--- src/rtl/bootdata_ioctl_bridge_pkg.sv ---
// Shared definitions for the boot-data to ioctl bridge: file-type codes,
// FSM state encoding and the menu-index mapping.
package bootdata_ioctl_bridge_pkg;

    localparam logic [2:0] FT_ROM = 3'b111;
    localparam logic [2:0] FT_P   = 3'b001;
    localparam logic [2:0] FT_O   = 3'b010;
    localparam logic [2:0] FT_COL = 3'b011;

    localparam logic [2:0] S_IDLE     = 3'd0;
    localparam logic [2:0] S_WAIT_REQ = 3'd1;
    localparam logic [2:0] S_LATCH    = 3'd2;
    localparam logic [2:0] S_EMIT     = 3'd3;
    localparam logic [2:0] S_GAP      = 3'd4;
    localparam logic [2:0] S_FINISH   = 3'd5;

    typedef enum logic [2:0] {
        ST_IDLE     = S_IDLE,
        ST_WAIT_REQ = S_WAIT_REQ,
        ST_LATCH    = S_LATCH,
        ST_EMIT     = S_EMIT,
        ST_GAP      = S_GAP,
        ST_FINISH   = S_FINISH
    } state_e;

    // ROM images load through menu slot 0; tape formats keep their type code.
    function automatic logic [15:0] map_index(input logic [2:0] ft);
        return (ft == FT_ROM) ? 16'd0 : {13'd0, ft};
    endfunction

endpackage

--- src/rtl/bootdata_ioctl_bridge.sv ---
// Unpacks 32-bit boot-data words from the control module (req/ack handshake)
// into the byte-wide, rate-limited ioctl download stream, MSB first.
module bootdata_ioctl_bridge
    import bootdata_ioctl_bridge_pkg::*;
#(
    parameter int WR_GAP = 3,
    parameter int ADDR_W = 27
) (
    input  logic              clk_sys,
    input  logic              reset,
    input  logic [31:0]       host_bootdata,
    input  logic              host_bootdata_req,
    output logic              host_bootdata_ack,
    input  logic              host_bootdata_download,
    input  logic [15:0]       host_bootdata_size,
    input  logic [2:0]        host_file_type,
    output logic              ioctl_download,
    output logic [15:0]       ioctl_index,
    output logic              ioctl_wr,
    output logic [ADDR_W-1:0] ioctl_addr,
    output logic [7:0]        ioctl_dout
);

    localparam int GAP_W = $clog2(WR_GAP + 1);

    state_e            state_q, state_d;
    logic              dl_prev_q;
    logic              dl_q, dl_d;
    logic [15:0]       index_q, index_d;
    logic              wr_q, wr_d;
    logic [ADDR_W-1:0] addr_q, addr_d;
    logic [7:0]        dout_q, dout_d;
    logic              ack_q, ack_d;
    logic [31:0]       shift_q, shift_d;
    logic [1:0]        lane_q, lane_d;
    logic [15:0]       cnt_q, cnt_d;
    logic [15:0]       size_q, size_d;
    logic [GAP_W-1:0]  gap_q, gap_d;
    logic              gap_ok;

    // gap_q counts idle cycles since the last emit slot and saturates, so the
    // spacing rule also holds across word boundaries (WAIT_REQ/LATCH).
    assign gap_ok = (gap_q >= GAP_W'(WR_GAP - 1));

    always_comb begin
        state_d = state_q;
        dl_d    = dl_q;
        index_d = index_q;
        wr_d    = 1'b0;
        addr_d  = addr_q;
        dout_d  = dout_q;
        ack_d   = ack_q & host_bootdata_req;
        shift_d = shift_q;
        lane_d  = lane_q;
        cnt_d   = cnt_q;
        size_d  = size_q;
        gap_d   = (gap_q == GAP_W'(WR_GAP)) ? gap_q : gap_q + 1'b1;
        case (state_q)
            ST_IDLE: begin
                if (host_bootdata_download && !dl_prev_q) begin
                    dl_d    = 1'b1;
                    addr_d  = '0;
                    cnt_d   = '0;
                    index_d = map_index(host_file_type);
                    size_d  = host_bootdata_size;
                    gap_d   = GAP_W'(WR_GAP);
                    state_d = ST_WAIT_REQ;
                end
            end
            ST_WAIT_REQ: begin
                if (host_bootdata_req && !ack_q) begin
                    shift_d = host_bootdata;
                    ack_d   = 1'b1;
                    lane_d  = 2'd0;
                    state_d = ST_LATCH;
                end else if (!host_bootdata_download) begin
                    state_d = ST_FINISH;
                end
            end
            ST_LATCH: begin
                if (gap_ok) state_d = ST_EMIT;
            end
            ST_EMIT: begin
                if (cnt_q < size_q) begin
                    wr_d   = 1'b1;
                    dout_d = shift_q[31:24];
                    addr_d = ADDR_W'(cnt_q);
                    cnt_d  = cnt_q + 16'd1;
                end
                shift_d = {shift_q[23:0], 8'h00};
                lane_d  = lane_q + 2'd1;
                gap_d   = '0;
                if (lane_q == 2'd3 && !host_bootdata_download) state_d = ST_FINISH;
                else if (lane_q == 2'd3 && !host_bootdata_req) state_d = ST_WAIT_REQ;
                else state_d = ST_GAP;
            end
            ST_GAP: begin
                // lane wrapped to 0: the whole word is out, spacing is enforced in LATCH
                if (lane_q == 2'd0) state_d = host_bootdata_download ? ST_WAIT_REQ : ST_FINISH;
                else if (gap_ok) state_d = ST_EMIT;
            end
            ST_FINISH: begin
                dl_d = 1'b0;
                if (gap_ok) state_d = ST_IDLE;
            end
            default: state_d = ST_IDLE;
        endcase
    end

    always_ff @(posedge clk_sys) begin
        if (reset) begin
            state_q   <= ST_IDLE;
            dl_prev_q <= 1'b0;
            dl_q      <= 1'b0;
            index_q   <= '0;
            wr_q      <= 1'b0;
            addr_q    <= '0;
            dout_q    <= '0;
            ack_q     <= 1'b0;
            lane_q    <= '0;
            cnt_q     <= '0;
            gap_q     <= '0;
        end else begin
            state_q   <= state_d;
            dl_prev_q <= host_bootdata_download;
            dl_q      <= dl_d;
            index_q   <= index_d;
            wr_q      <= wr_d;
            addr_q    <= addr_d;
            dout_q    <= dout_d;
            ack_q     <= ack_d;
            lane_q    <= lane_d;
            cnt_q     <= cnt_d;
            gap_q     <= gap_d;
        end
    end

    always_ff @(posedge clk_sys) begin
        shift_q <= shift_d;
        size_q  <= size_d;
    end

    assign host_bootdata_ack = ack_q;
    assign ioctl_download    = dl_q;
    assign ioctl_index       = index_q;
    assign ioctl_wr          = wr_q;
    assign ioctl_addr        = addr_q;
    assign ioctl_dout        = dout_q;

endmodule
--- config.mk ---
export PLATFORM = sky130hd
export DESIGN_NAME = bootdata_ioctl_bridge
export DESIGN_NICKNAME = d
export VERILOG_FILES = /design/src/rtl/bootdata_ioctl_bridge_pkg.sv /design/src/rtl/bootdata_ioctl_bridge.sv
export SDC_FILE = /design/constraint.sdc
export NUM_CORES = 1
export LEC_CHECK = 0
export BUFFER_PORTS_ARGS = -buffer_cell sky130_fd_sc_hd__buf_4
export CAP_MARGIN = 20
export CORE_AREA = 2 2 101 103
export DETAILED_ROUTE_END_ITERATION = 16
export DIE_AREA = 0 0 103 105
export GPL_TIMING_DRIVEN = 0
export MAX_ROUTING_LAYER = met4
export PLACE_DENSITY = 0.8
export SLEW_MARGIN = 25
export SYNTH_ARGS = -nofsm -noshare
export SYNTH_HDL_FRONTEND = slang
export SYNTH_SLANG_ARGS = --single-unit
--- constraint.sdc ---
create_clock -name clk_sys -period 7.1 [get_ports clk_sys]
set_input_delay 0.71 -clock clk_sys [delete_from_list [all_inputs] [get_ports clk_sys]]
set_output_delay 0.71 -clock clk_sys [all_outputs]
set_load 0.01 [all_outputs]
==> results of run 1 <==
==> path summary, 6_finish.rpt <==
check | startpoint | to | cells after the start
worst max register to register | cnt_q[9] | ioctl_addr[14] | 8
worst max-delay path | cnt_q[9] | ioctl_addr[14] | 8
worst min register to register | ioctl_addr[1] | ioctl_addr[1] | 2
worst min-delay path | ioctl_addr[1] | ioctl_addr[1] | 2
==> cells in the final DEF, fill, tap and decap left out, drive strengths merged, types with 2 or more instances in the layout <==
cell type  Yosys  layout
and3           4       4
nand2        131     131
o31a           2       2
or4            3       3
edfxtp        48      48
a2111oi        2       2
a21o           2       2
nand4          5       5
o21ai         12      12
a21oi         47      47
clkinv         0       3
nor2b          5       5
nand3         30      30
nor3           5       5
or3            6       6
clkbuf        16      26
ha            18      18
o211ai         3       3
conb           1      24
a31oi          7       7
buf           33     116
and2          10      10
nand2b         2       2
inv           25      26
nor2          21      21
dfxtp         54      54
nand3b         6       6
==> power by group through the flow <==
stage                     registers, W  clock network (W)  logic (W)
after floorplan               0.000692                  0   0.000115
after global placement        0.000693                  0   0.000171
after detailed placement      0.000694                  0   0.000180
after CTS                     0.000681           0.000392   0.000181
after global routing          0.000685           0.000419   0.000204
final                         0.000681           0.000387   0.000181
==> worst reg2reg max path: stages (launching register included) <==
cell and delay, ns:
dfxtp_1 0.55, ha_1 0.32, a21oi_1 0.15, nor3_1 0.07, or4_4 0.51, nor3_1 0.63, clkbuf_1 0.43, nand3_1 0.13
a21oi_1 0.14
==> kinds of logic (layout without fill, tap and decap cells) <==
group           after synthesis  in the layout  share of synthesized area [%]
compound gates               84             84                           10.5
fa+ha+maj                    18             18                           4.82
buf+inv                      74            173                           7.98
flops                       102            102                           54.0
mux                           1              1                          0.214
other cells                   1             24                         0.0802
simple gates                231            231                           22.5
==> layout make-up <==
| cell class | count | area [um2] | area share [%] |
|---|---|---|---|
| well taps | 133 | 166 | 2.89 |
| repair buffers | 83 | 623 | 10.8 |
| inverters | 25 | 93.8 | 1.63 |
| flip-flops and latches | 102 | 2520 | 43.7 |
| multi-input cells | 358 | 1870 | 32.3 |
| clock buffers | 10 | 138 | 2.39 |
| clock inverters | 6 | 80.1 | 1.39 |
| plain buffers | 49 | 279 | 4.84 |
==> cells in the mapped netlist (all sizes together), types with 4 or more instances <==
master  instances
inv            25
a21oi          47
nor3            5
dfxtp          54
nand3          30
nor2           21
nand3b          6
and2           10
a31oi           7
nand4           5
ha             18
nand2         131
buf            33
clkbuf         16
o21ai          12
edfxtp         48
nor2b           5
or3             6
and3            4
==> sequential cells by signal (all words and copies together) (netlist names) <==
signal,flops
state_q,3
cnt_q,16
host_bootdata_ack,1
ioctl_dout,8
lane_q,2
ioctl_download,1
gap_q,2
ioctl_index,3
size_q,16
shift_q,32
ioctl_wr,1
ioctl_addr,16
dl_prev_q,1
==> per-stage QoR <==
| step | instance area, um2 | hold WS (ns) | instances |
|---|---|---|---|
| 2_1_floorplan | 4760 | 0.435 | 534 |
| 6_report | 5770 | 0.460 | 766 |
| 5_1_grt | 5770 | 0.481 | 766 |
| 3_3_place_gp | 5550 | 0.442 | 750 |
| 3_5_place_dp | 5550 | 0.447 | 750 |
| 4_1_cts | 5770 | 0.460 | 766 |
==> routing by layer <==
metal,GRT usage (%),wire [um],vias up
li1,-,-,1935
met1,24.2,4260,1742
met2,33.7,5240,174
met3,4.35,614,27
met4,9.02,260,0
met5,-,0,-
==> results_dict.tcl, run 1 <==
set metrics [dict create \
    start_util_pct 48.5 \
    cts_sinks 102 \
    synth.distinct_cells 44 \
    globalRouteTotalUtil_pct 20.6 \
    drt-initial-drc-count 325 \
    gp_congestion 0.870 \
    die_w_um 103 \
    cp_max_fo 10 \
    wl_um 10400 \
    fin_nets 701 \
    grt_overflow 0 \
    p_leak_nw 2.44 \
    crit_chain "ha_1 -> a21oi_1 -> nor3_1 -> or4_4 -> nor3_1 -> clkbuf_1 -> nand3_1 -> a21oi_1" \
    critPathKind "flip-flop to flip-flop" \
    seqPwrFrac_pct 54.5 \
    slew_headroom_pct 49.8 \
    tns_ns 0 \
    dr.pass1.iters 5 \
    outcome "completed" \
    cts_buffer_depth 2 \
    syn_to_final_growth_pct 23.4 \
    setup_viol 0 \
    dieArea_um2 10800 \
    grt_setup_unrepaired "no" \
    synthCells 511 \
    worstPathArrival_ns 3.29 \
    period_needed_ns 2.98 \
    drive_gt1_share_pct 20.9 \
    post_cts_resized 0 \
    ys_warn_count 0 \
    hold_viol 0 \
    die_h_um 105 \
    synthTopCellsByArea "edfxtp_1 31%, dfxtp_1 23%, nand2_1 10%, a21oi_1 5.0%, ha_1 4.8%" \
    vias 3878 \
    worstHoldPathType "flip-flop to flip-flop" \
    fillCellCount 834 \
    cts_tree "built" \
    async_flop_share_pct 0 \
    p_int_w 0.000911 \
    p_clk_share_pct 31.0 \
    netlist_area_um2 4670 \
    crit_path_end_kind "flip-flop" \
    final_util_pct 59.8 \
    tightest_slew_ns 0.746 \
    p_sw_w 0.000337 \
    finalCritPeriodShare_pct 42.0 \
    syn_avg_cell_area_um2 9.15 \
    ant_nets 0 \
    synth_area_leader_cell "edfxtp_1" \
    cts_hold_buffers 0 \
    drcViolationCount 0 \
    synth-edff-count 48 \
    first_global_vias 3768 \
    combPwrFrac_pct 14.5 \
    clkTransAtPathRegs_ns 0.10 \
    clkLatencyLatePin_ns 0.37 \
    powerDensity_nw_per_um2 216 \
    pre_cts_slack_ns 4.05 \
    cp.buffers_inverters 1 \
    cts_setup_buffers 0 \
    cp-start-kind "flip-flop" \
    core_area_um2 9640 \
    n_antenna_cell 0 \
    ir_worst_vdd_mv 0.120 \
    cts_buffers 9 \
    fin_skew_ns 0.00944 \
    cpLargestDelayFamily "simple AND/OR/NAND/NOR gates" \
    slew_viol_final 0 \
    seq_area_frac_synth_pct 54.0 \
    maxCapViolations 0 \
    max_freq_ghz 0.335 \
    wl_per_cell_um 13.5 \
    critical-path-slowest-cell "nor3_1" \
    rrSetupSlack_ns 4.12 \
    rows 36 \
    hpwl_um 7810 \
    pin_count 109 \
    worst_slack_ns 4.12 \
    ys.flop_type "dfxtp_1" \
    grt_pass1_wl_um 16900 \
    switching_share_pct 27.0 \
    slowest_delay_ns 0.63 \
    ys_seq_elements 102 \
    port_buffers 83 \
    finalPower_w 0.00125 \
    ctsRootBufferMaster "clkbuf_8" \
    htreeDepth 3 \
    viasPerCell 5.06 \
    antenna_found_initial 0 \
    worstPathRequired_ns 7.40 \
    synth_top_area_share_pct 30.8 \
    grt_max_degree 33 \
]
Note: power is estimated with default switching activity, not from simulation.
==> run 2, diff against run 1 <==
clock period = 2.9 ns   (was 7.1 ns; I/O delays follow)
==> run 2 against run 1 <==
- clock power grew 150%
- power up 150%
- sequential share of layout area decreased by 0.18 points
- critical path type unchanged
- setup slack lost 4.0 ns
- via count about the same
==> results_dict.tcl, run 2 (synthesis gave the netlist of run 1 again) <==
set metrics [dict create \
    rr_startpoint "cnt_q[9]" \
    globalRouteTotalUtil_pct 20.6 \
    drcViolationCount 0 \
    cp-start-kind "flip-flop" \
    final_common_cell "nand2_1" \
    crit_path_end_kind "flip-flop" \
    final_cell_count_no_fill 766 \
    p_leak_nw 2.45 \
    cts_buffer_depth 2 \
    grt_overflow 0 \
    outcome "completed" \
    fin_nets 701 \
    slowest_delay_ns 0.52 \
    ant_nets 0 \
    first_global_vias 3768 \
    drive_gt1_share_pct 22.1 \
    hpwl_um 7810 \
    powerDensity_nw_per_um2 528 \
    cts_buffers 9 \
    clkLatencyLatePin_ns 0.37 \
    worstPathRequired_ns 3.20 \
    syn_to_final_growth_pct 24.2 \
    max_freq_ghz 0.362 \
    setup_viol 0 \
    regMostFlops "shift_q" \
    antenna_found_initial 0 \
    slew_headroom_pct 51.8 \
    fin_skew_ns 0.00974 \
    worst_slack_ns 0.140 \
    layout_common_cells "130 x nand2_1, 107 x buf_4, 50 x dfxtp_1" \
    cts_hold_buffers 0 \
    vias 3876 \
    largest_reg_flops 32 \
    cp.buffers_inverters 1 \
    ir_worst_vdd_mv 0.293 \
    startpoint "cnt_q[9]" \
    die_h_um 105 \
    ctsRootBufferMaster "clkbuf_8" \
    cpLargestDelayFamily "simple AND/OR/NAND/NOR gates" \
    worstHoldPathType "primary input to flip-flop" \
    wl_per_cell_um 13.8 \
    dr.pass1.iters 5 \
    period_needed_ns 2.76 \
    placed_area_um2 5550 \
    dieArea_um2 10800 \
    wl_um 10600 \
    finalCritPeriodShare_pct 95.2 \
    critical-path-slowest-cell "or4_4" \
    pre_cts_slack_ns -0.145 \
    tightest_slew_ns 0.723 \
    viasPerCell 5.06 \
    hold_viol 0 \
    start_util_pct 48.5 \
    maxCapViolations 0 \
    pin_count 109 \
    grt_pass1_wl_um 17000 \
    core_area_um2 9640 \
    cp_max_fo 9 \
    drt-initial-drc-count 243 \
    cts_setup_buffers 0 \
    port_buffers 83 \
    rows 36 \
    grt_setup_unrepaired "no" \
    dp_cells 750 \
    slew_viol_final 0 \
    hold_start "host_bootdata_size[14]" \
    die_w_um 103 \
    fillCellCount 831 \
    grt_max_degree 33 \
    htreeDepth 3 \
    cts_tree "built" \
    critPathKind "flip-flop to flip-flop" \
    n_antenna_cell 0 \
    crit_chain "ha_1 -> a21oi_1 -> nor3_1 -> or4_4 -> or3_1 -> buf_2 -> or4_1 -> a31oi_1" \
    worstPathArrival_ns 3.06 \
    cts_sinks 102 \
    stdcell_area_um2 5800 \
    clkTransAtPathRegs_ns 0.10 \
    gp_congestion 0.870 \
]
run 2: cell counts in the layout (fill, tap and decap cells not counted):
No cell type changed its count.
run 2: layout make-up:
| cell class | count | area (um2) | share of cell area, % |
|---|---|---|---|
| clock inverters | 6 | 80.1 | 1.38 |
| plain buffers | 49 | 280 | 4.83 |
| well taps | 133 | 166 | 2.87 |
| repair buffers | 83 | 623 | 10.7 |
| clock buffers | 10 | 138 | 2.37 |
| flip-flops and latches | 102 | 2530 | 43.6 |
| multi-input cells | 358 | 1890 | 32.6 |
| inverters | 25 | 93.8 | 1.62 |
run 2: final timing paths:
path / to / depth (start not counted) / slack [ns]
worst min-delay path: size_q[14] / 1 / 0.09
worst max-delay path: cnt_q[13] / 8 / 0.14
worst max register to register: cnt_q[13] / 8 / 0.14
worst min register to register: ioctl_addr[1] / 2 / 0.46
run 2: repair_timing:
| action | 4_1_cts | 5_1_grt |
|---|---|---|
| hold endpoints to repair | 0 | 0 |
| cloned | 0 | 0 |
| gates resized for setup | 4 | 8 |
| setup endpoints to repair | 38 | 38 |
run 2: worst reg2reg max path, stage by stage, from the launching register on:
cell and delay, ns:
dfxtp_2 0.46, ha_1 0.28, a21oi_1 0.15, nor3_1 0.07
or4_4 0.52, or3_1 0.35, buf_2 0.18, or4_1 0.52
a31oi_1 0.17
run 2: report_power, final:
group          switching, W  leakage (nW)  internal (W)
clock              0.000515         0.106      0.000436
sequential        0.0000387         0.883       0.00163
combinational      0.000279          1.46      0.000169
total              0.000833          2.45       0.00223
run 2: metal layers:
| layer | track usage (%) | wire length [um] | vias up |
|---|---|---|---|
| met5 | - | 0 | - |
| met3 | 4.41 | 648 | 29 |
| met4 | 9.59 | 279 | 0 |
| li1 | - | - | 1935 |
| met1 | 24.1 | 4290 | 1753 |
| met2 | 33.6 | 5360 | 159 |
run 2: per-stage QoR:
step           total power (W)  util [%]  setup TNS (ns)  hold WS, ns
3_5_place_dp           0.00214      57.6           -3.66        0.447
6_report               0.00307      60.2               0       0.0876
3_3_place_gp           0.00212      57.6           -1.34        0.442
4_1_cts                0.00307      60.0               0       0.0821
2_1_floorplan          0.00198         -               0        0.389
5_1_grt                0.00320      60.2               0       0.0757
